## src/rtl/dffr_reset_seq.sv

```systemverilog
// Reset sequencer for the async-clear register domains of the CPU core.
// After a block reset or a global re-clear request all domains are held
// cleared and then released one by one in ascending index order. While
// running, a single domain can be re-cleared on request. Every output is
// a flop, so the async-clear pins fed by nreset_o never see glitches.
module dffr_reset_seq #(
    parameter int N_DOMAINS     = 4,
    parameter int ASSERT_CYCLES = 8,
    parameter int GAP_CYCLES    = 4,
    parameter int CNT_W         = 8,
    localparam int IDX_W        = (N_DOMAINS > 1) ? $clog2(N_DOMAINS) : 1
) (
    input  logic                 clk,
    input  logic                 reset,
    input  logic                 rst_req,
    input  logic                 dom_req,
    input  logic [IDX_W-1:0]     dom_sel,
    output logic [N_DOMAINS-1:0] nreset_o,
    output logic                 ready,
    output logic                 busy,
    output logic                 dom_done
);

    typedef enum logic [1:0] {
        ST_ASSERT,
        ST_RELEASE,
        ST_RUN,
        ST_DOM
    } state_t;

    localparam logic [CNT_W-1:0] ASSERT_LAST = CNT_W'(ASSERT_CYCLES - 1);
    localparam logic [CNT_W-1:0] GAP_LAST    = CNT_W'(GAP_CYCLES - 1);
    localparam logic [IDX_W-1:0] IDX_LAST    = IDX_W'(N_DOMAINS - 1);
    // One extra bit so that N_DOMAINS itself is representable for the
    // out-of-range check on dom_sel.
    localparam logic [IDX_W:0]   N_DOM_EXT   = (IDX_W + 1)'(N_DOMAINS);

    state_t               state_reg, state_next;
    logic [CNT_W-1:0]     cnt_reg, cnt_next;
    logic [IDX_W-1:0]     idx_reg, idx_next;
    logic [IDX_W-1:0]     sel_reg, sel_next;
    logic [N_DOMAINS-1:0] nreset_reg, nreset_next;
    logic                 ready_reg, ready_next;
    logic                 busy_reg, busy_next;
    logic                 dom_done_reg, dom_done_next;

    // One-hot decodes of the domain indices. Built per bit so that an index
    // value beyond the last domain simply selects nothing.
    logic [N_DOMAINS-1:0] idx_mask;
    logic [N_DOMAINS-1:0] sel_mask;
    logic [N_DOMAINS-1:0] req_mask;
    logic                 dom_sel_ok;

    genvar gi;
    generate
        for (gi = 0; gi < N_DOMAINS; gi++) begin : g_mask
            assign idx_mask[gi] = (idx_reg == IDX_W'(gi));
            assign sel_mask[gi] = (sel_reg == IDX_W'(gi));
            assign req_mask[gi] = (dom_sel == IDX_W'(gi));
        end
    endgenerate

    assign dom_sel_ok = ({1'b0, dom_sel} < N_DOM_EXT);

    // State, counters and registered outputs; reset forces the clear phase.
    always_ff @(posedge clk) begin
        if (reset) begin
            state_reg    <= ST_ASSERT;
            cnt_reg      <= '0;
            idx_reg      <= '0;
            sel_reg      <= '0;
            nreset_reg   <= '0;
            ready_reg    <= 1'b0;
            busy_reg     <= 1'b1;
            dom_done_reg <= 1'b0;
        end else begin
            state_reg    <= state_next;
            cnt_reg      <= cnt_next;
            idx_reg      <= idx_next;
            sel_reg      <= sel_next;
            nreset_reg   <= nreset_next;
            ready_reg    <= ready_next;
            busy_reg     <= busy_next;
            dom_done_reg <= dom_done_next;
        end
    end

    // Next-state and next-output logic; a global request wins everywhere.
    always_comb begin
        state_next    = state_reg;
        cnt_next      = cnt_reg;
        idx_next      = idx_reg;
        sel_next      = sel_reg;
        nreset_next   = nreset_reg;
        ready_next    = ready_reg;
        busy_next     = busy_reg;
        dom_done_next = 1'b0;

        case (state_reg)
            ST_ASSERT: begin
                nreset_next = '0;
                ready_next  = 1'b0;
                busy_next   = 1'b1;
                if (rst_req) begin
                    cnt_next = '0;
                end else if (cnt_reg == ASSERT_LAST) begin
                    nreset_next[0] = 1'b1;
                    cnt_next       = '0;
                    idx_next       = IDX_W'(1);
                    if (N_DOMAINS == 1) begin
                        state_next = ST_RUN;
                        ready_next = 1'b1;
                        busy_next  = 1'b0;
                    end else begin
                        state_next = ST_RELEASE;
                    end
                end else begin
                    cnt_next = cnt_reg + 1'b1;
                end
            end

            ST_RELEASE: begin
                if (rst_req) begin
                    state_next  = ST_ASSERT;
                    nreset_next = '0;
                    ready_next  = 1'b0;
                    busy_next   = 1'b1;
                    cnt_next    = '0;
                end else if (cnt_reg == GAP_LAST) begin
                    nreset_next = nreset_reg | idx_mask;
                    cnt_next    = '0;
                    if (idx_reg == IDX_LAST) begin
                        state_next = ST_RUN;
                        ready_next = 1'b1;
                        busy_next  = 1'b0;
                    end else begin
                        idx_next = idx_reg + 1'b1;
                    end
                end else begin
                    cnt_next = cnt_reg + 1'b1;
                end
            end

            ST_RUN: begin
                if (rst_req) begin
                    state_next  = ST_ASSERT;
                    nreset_next = '0;
                    ready_next  = 1'b0;
                    busy_next   = 1'b1;
                    cnt_next    = '0;
                end else if (dom_req && dom_sel_ok) begin
                    state_next  = ST_DOM;
                    sel_next    = dom_sel;
                    nreset_next = nreset_reg & ~req_mask;
                    busy_next   = 1'b1;
                    cnt_next    = '0;
                end
            end

            ST_DOM: begin
                if (rst_req) begin
                    state_next  = ST_ASSERT;
                    nreset_next = '0;
                    ready_next  = 1'b0;
                    busy_next   = 1'b1;
                    cnt_next    = '0;
                end else if (cnt_reg == ASSERT_LAST) begin
                    state_next    = ST_RUN;
                    nreset_next   = nreset_reg | sel_mask;
                    dom_done_next = 1'b1;
                    busy_next     = 1'b0;
                end else begin
                    cnt_next = cnt_reg + 1'b1;
                end
            end

            default: begin
                state_next = ST_ASSERT;
            end
        endcase
    end

    assign nreset_o = nreset_reg;
    assign ready    = ready_reg;
    assign busy     = busy_reg;
    assign dom_done = dom_done_reg;

endmodule

```

## config.mk

```make
export PLATFORM = sky130hd
export DESIGN_NAME = dffr_reset_seq
export DESIGN_NICKNAME = d
export VERILOG_FILES = /design/src/rtl/dffr_reset_seq.sv
export SDC_FILE = /design/constraint.sdc
export NUM_CORES = 1
export LEC_CHECK = 0
export CORE_MARGIN = 2
export CORE_UTILIZATION = 45
export CTS_CLUSTER_SIZE = 28
export DETAILED_ROUTE_END_ITERATION = 6
export PLACE_DENSITY = 0.66
export SYNTH_ARGS = -nofsm -noshare
export SYNTH_HDL_FRONTEND = slang
export SYNTH_SLANG_ARGS = --single-unit
```

## constraint.sdc

```tcl
create_clock -name clk -period 3.7 [get_ports clk]
set_input_delay 0.925 -clock clk [delete_from_list [all_inputs] [get_ports clk]]
set_output_delay 0.925 -clock clk [all_outputs]
set_load 0.01 [all_outputs]
```

==> results.md <==
* DP Wirelength at 2440 um
* F_max at 422 MHz
* CP startpoint: state_reg[1]
* Die area at 3580 um2
* Chip height at 59.8 um
* Clock net sink count at 21
* Placed Area at 1500 um2
* Initial Utilization at 0.467
* Die W at 59.8 um
* Syn_area_per_cell at 8.15 um2
* Crit path required time at 3.94 ns
* Vias per inst at 6.32
* Max Cap Viol at 0
* Final period util at 0.640
* CP max FO at 20
* Final setup TNS at 0 ns
* Placed cells at 206
* Setup violators final at 0
* Power per cell area at 240 nW/um2
* Post-CTS sizing at 0
* Slew @ Worst Pin at 0.834 ns
* RSZ-0062 raised after global routing: no
* Arrival time worst endpoint at 2.61 ns
* Largest register FFs at 8
* Filler-free cell count of the finished design at 210
* Commonest non-fill, non-tap cells in the layout: dfxtp_1, nand3_1, o21ai_0, clkdlybuf4s50_1
* Post-CTS setup buffers at 0
* WL final at 3440 um
* Mapped Cells at 172
* Worst Clk Skew at 0.00739 ns
* Pre-antenna DRT Iters at 4
* Util after Layout at 0.509
* Syn Nets at 183
* Area Growth Syn to Fin at 9.02%
* Sequential share of the synthesized area at 0.300
* Grt ovf at 0
* Initial antenna violation count at 0
* Std-Cell Rows at 20
* Area leader, netlist: dfxtp_1
* Yosys cell types at 38
* DRT iter0 DRCs at 87
* Root Driver: clkbuf_4
* Clk buf depth at 2
* Diode count at 0
* Critical-path cell list: inv_1 > nor3_1 > nand3_1 > o211ai_1
* Most common cell after layout, fill and taps aside: dfxtp_1
* DR WL/cell at 16.4 um
* Post-CTS Hold Buffers at 0
* Antenna viol nets, final at 0
* FF-to-FF Start: state_reg[1]
* Total track usage at 0.211
* Clock-pin slew on the worst setup and hold paths at 0.13 ns
* Final Hold Vio Count at 0
* CP max stage delay at 0.79 ns
* H-tree levels at 1
* CP endpoint kind: register
* Synthesized area at 1400 um2
* Worst Min Path Start: busy
* Synth top area cells: dfxtp_1, nand3_1, ha_1, o2111ai_1, o21ai_0
* GP Congestion at 0.904
* Core Area at 3000 um2
* #FFs+latches synth at 21
* Crit-path slowest cell: nor3_1
* Number of port buffers at 12
* First-pass GRT wire length at 5820 um
* EDFF count, synth at 0
* Post-layout nets at 189
* Reg area at 420 um2
* CTS Buf Count at 3
* Routed via count at 1328
* Largest net degree at the start of global routing at 23
* CTS tree: done
* Pins over their slew limit at 0
* Vias in the first global route at 1202
* Fill count at 302
* Startpoint types: register
* Warnings from Yosys at 0
* Status: completed
* Ys flop type: dfxtp_1
* Final min period at 2.37 ns
* Post-route DRC at 0
* I/O pin count at 13
* Fraction of registers with async set or reset after synthesis at 0
* Share of post-route cells with drive strength above 1 at 0.0791
* Leak pwr at 0.000491 uW
* Footprint of the multi-input gates at 892 um2
* Post-synth top area share at 0.300
* Hold Path Class: register to register
* Final instance area at 1530 um2
* Worst relative slew slack at 0.439
* CP Class: register to register
* Clock insertion delay at the later pin of the skew report at 0.31 ns
* Worst vdd ir at 0.159 mV
-- stage by stage --
stage | hold slack, ns | power, uW | worst slack, ns
detailed placement | 0.483 | 256 | 1.04
global placement | 0.472 | 256 | 1.12
floorplan | 0.479 | 247 | 1.63
CTS | 0.513 | 369 | 1.37
finish | 0.505 | 367 | 1.33
global route | 0.527 | 381 | 1.17
-- cell families after synthesis --
group,synth area share
AOI/OAI and AO/OA,0.307
adders and majority gates,0.0446
buffers and inverters,0.0634
DFF,0.300
muxes,0.0286
and+or+nand+nor,0.256
-- critical path: cells and delay by family, from the launching register on --
kind	cells	cell delay (ns)
AO/OA/AOI/OAI	1	0.13
buffers and inverters	1	0.45
flip-flops	1	0.76
AND/OR/NAND/NOR	2	0.95
-- layer usage --
layer	global-route usage	share of wire	vias to the layer above	wire (um)
li1	-	-	665	-
met1	0.322	0.49	601	1690
met2	0.309	0.43	56	1480
met3	0.0390	0.063	6	216
met4	0.0381	0.014	0	48
met5	0	0	-	0
-- cells in the mapped netlist (5+ instances only) --
cell / count
buf_2: 5
ha_1: 5
nand2_1: 7
inv_1: 7
nor2_1: 9
a21oi_1: 10
dfxtp_1: 21
o21ai_0: 12
nor2b_1: 6
o211ai_1: 6
nor3_1: 10
nand3_1: 14
o2111ai_1: 7
-- power breakdown --
group,total [uW],internal [uW],switching (uW)
logic,23.0,9.62,13.4
registers,229,227,1.40
clock network,116,40.5,75.3
total,367,277,90.1
-- area by class of cell --
class                   instances  area share
clock inverters                 1     0.00328
clock buffers                   3      0.0147
inverters                       7      0.0172
multi-input cells             133       0.584
repair buffers                 12      0.0786
flip-flops and latches         21       0.275
well taps                      33      0.0270
-- worst paths after layout --
path / to / slack, ns / cells after the start
worst min-delay path: busy / 0.51 / 1
worst max register to register: cnt_reg[5] / 1.33 / 4
worst max-delay path: cnt_reg[5] / 1.33 / 4
worst min register to register: busy / 0.51 / 1
Power figures use the tool's default switching activity.
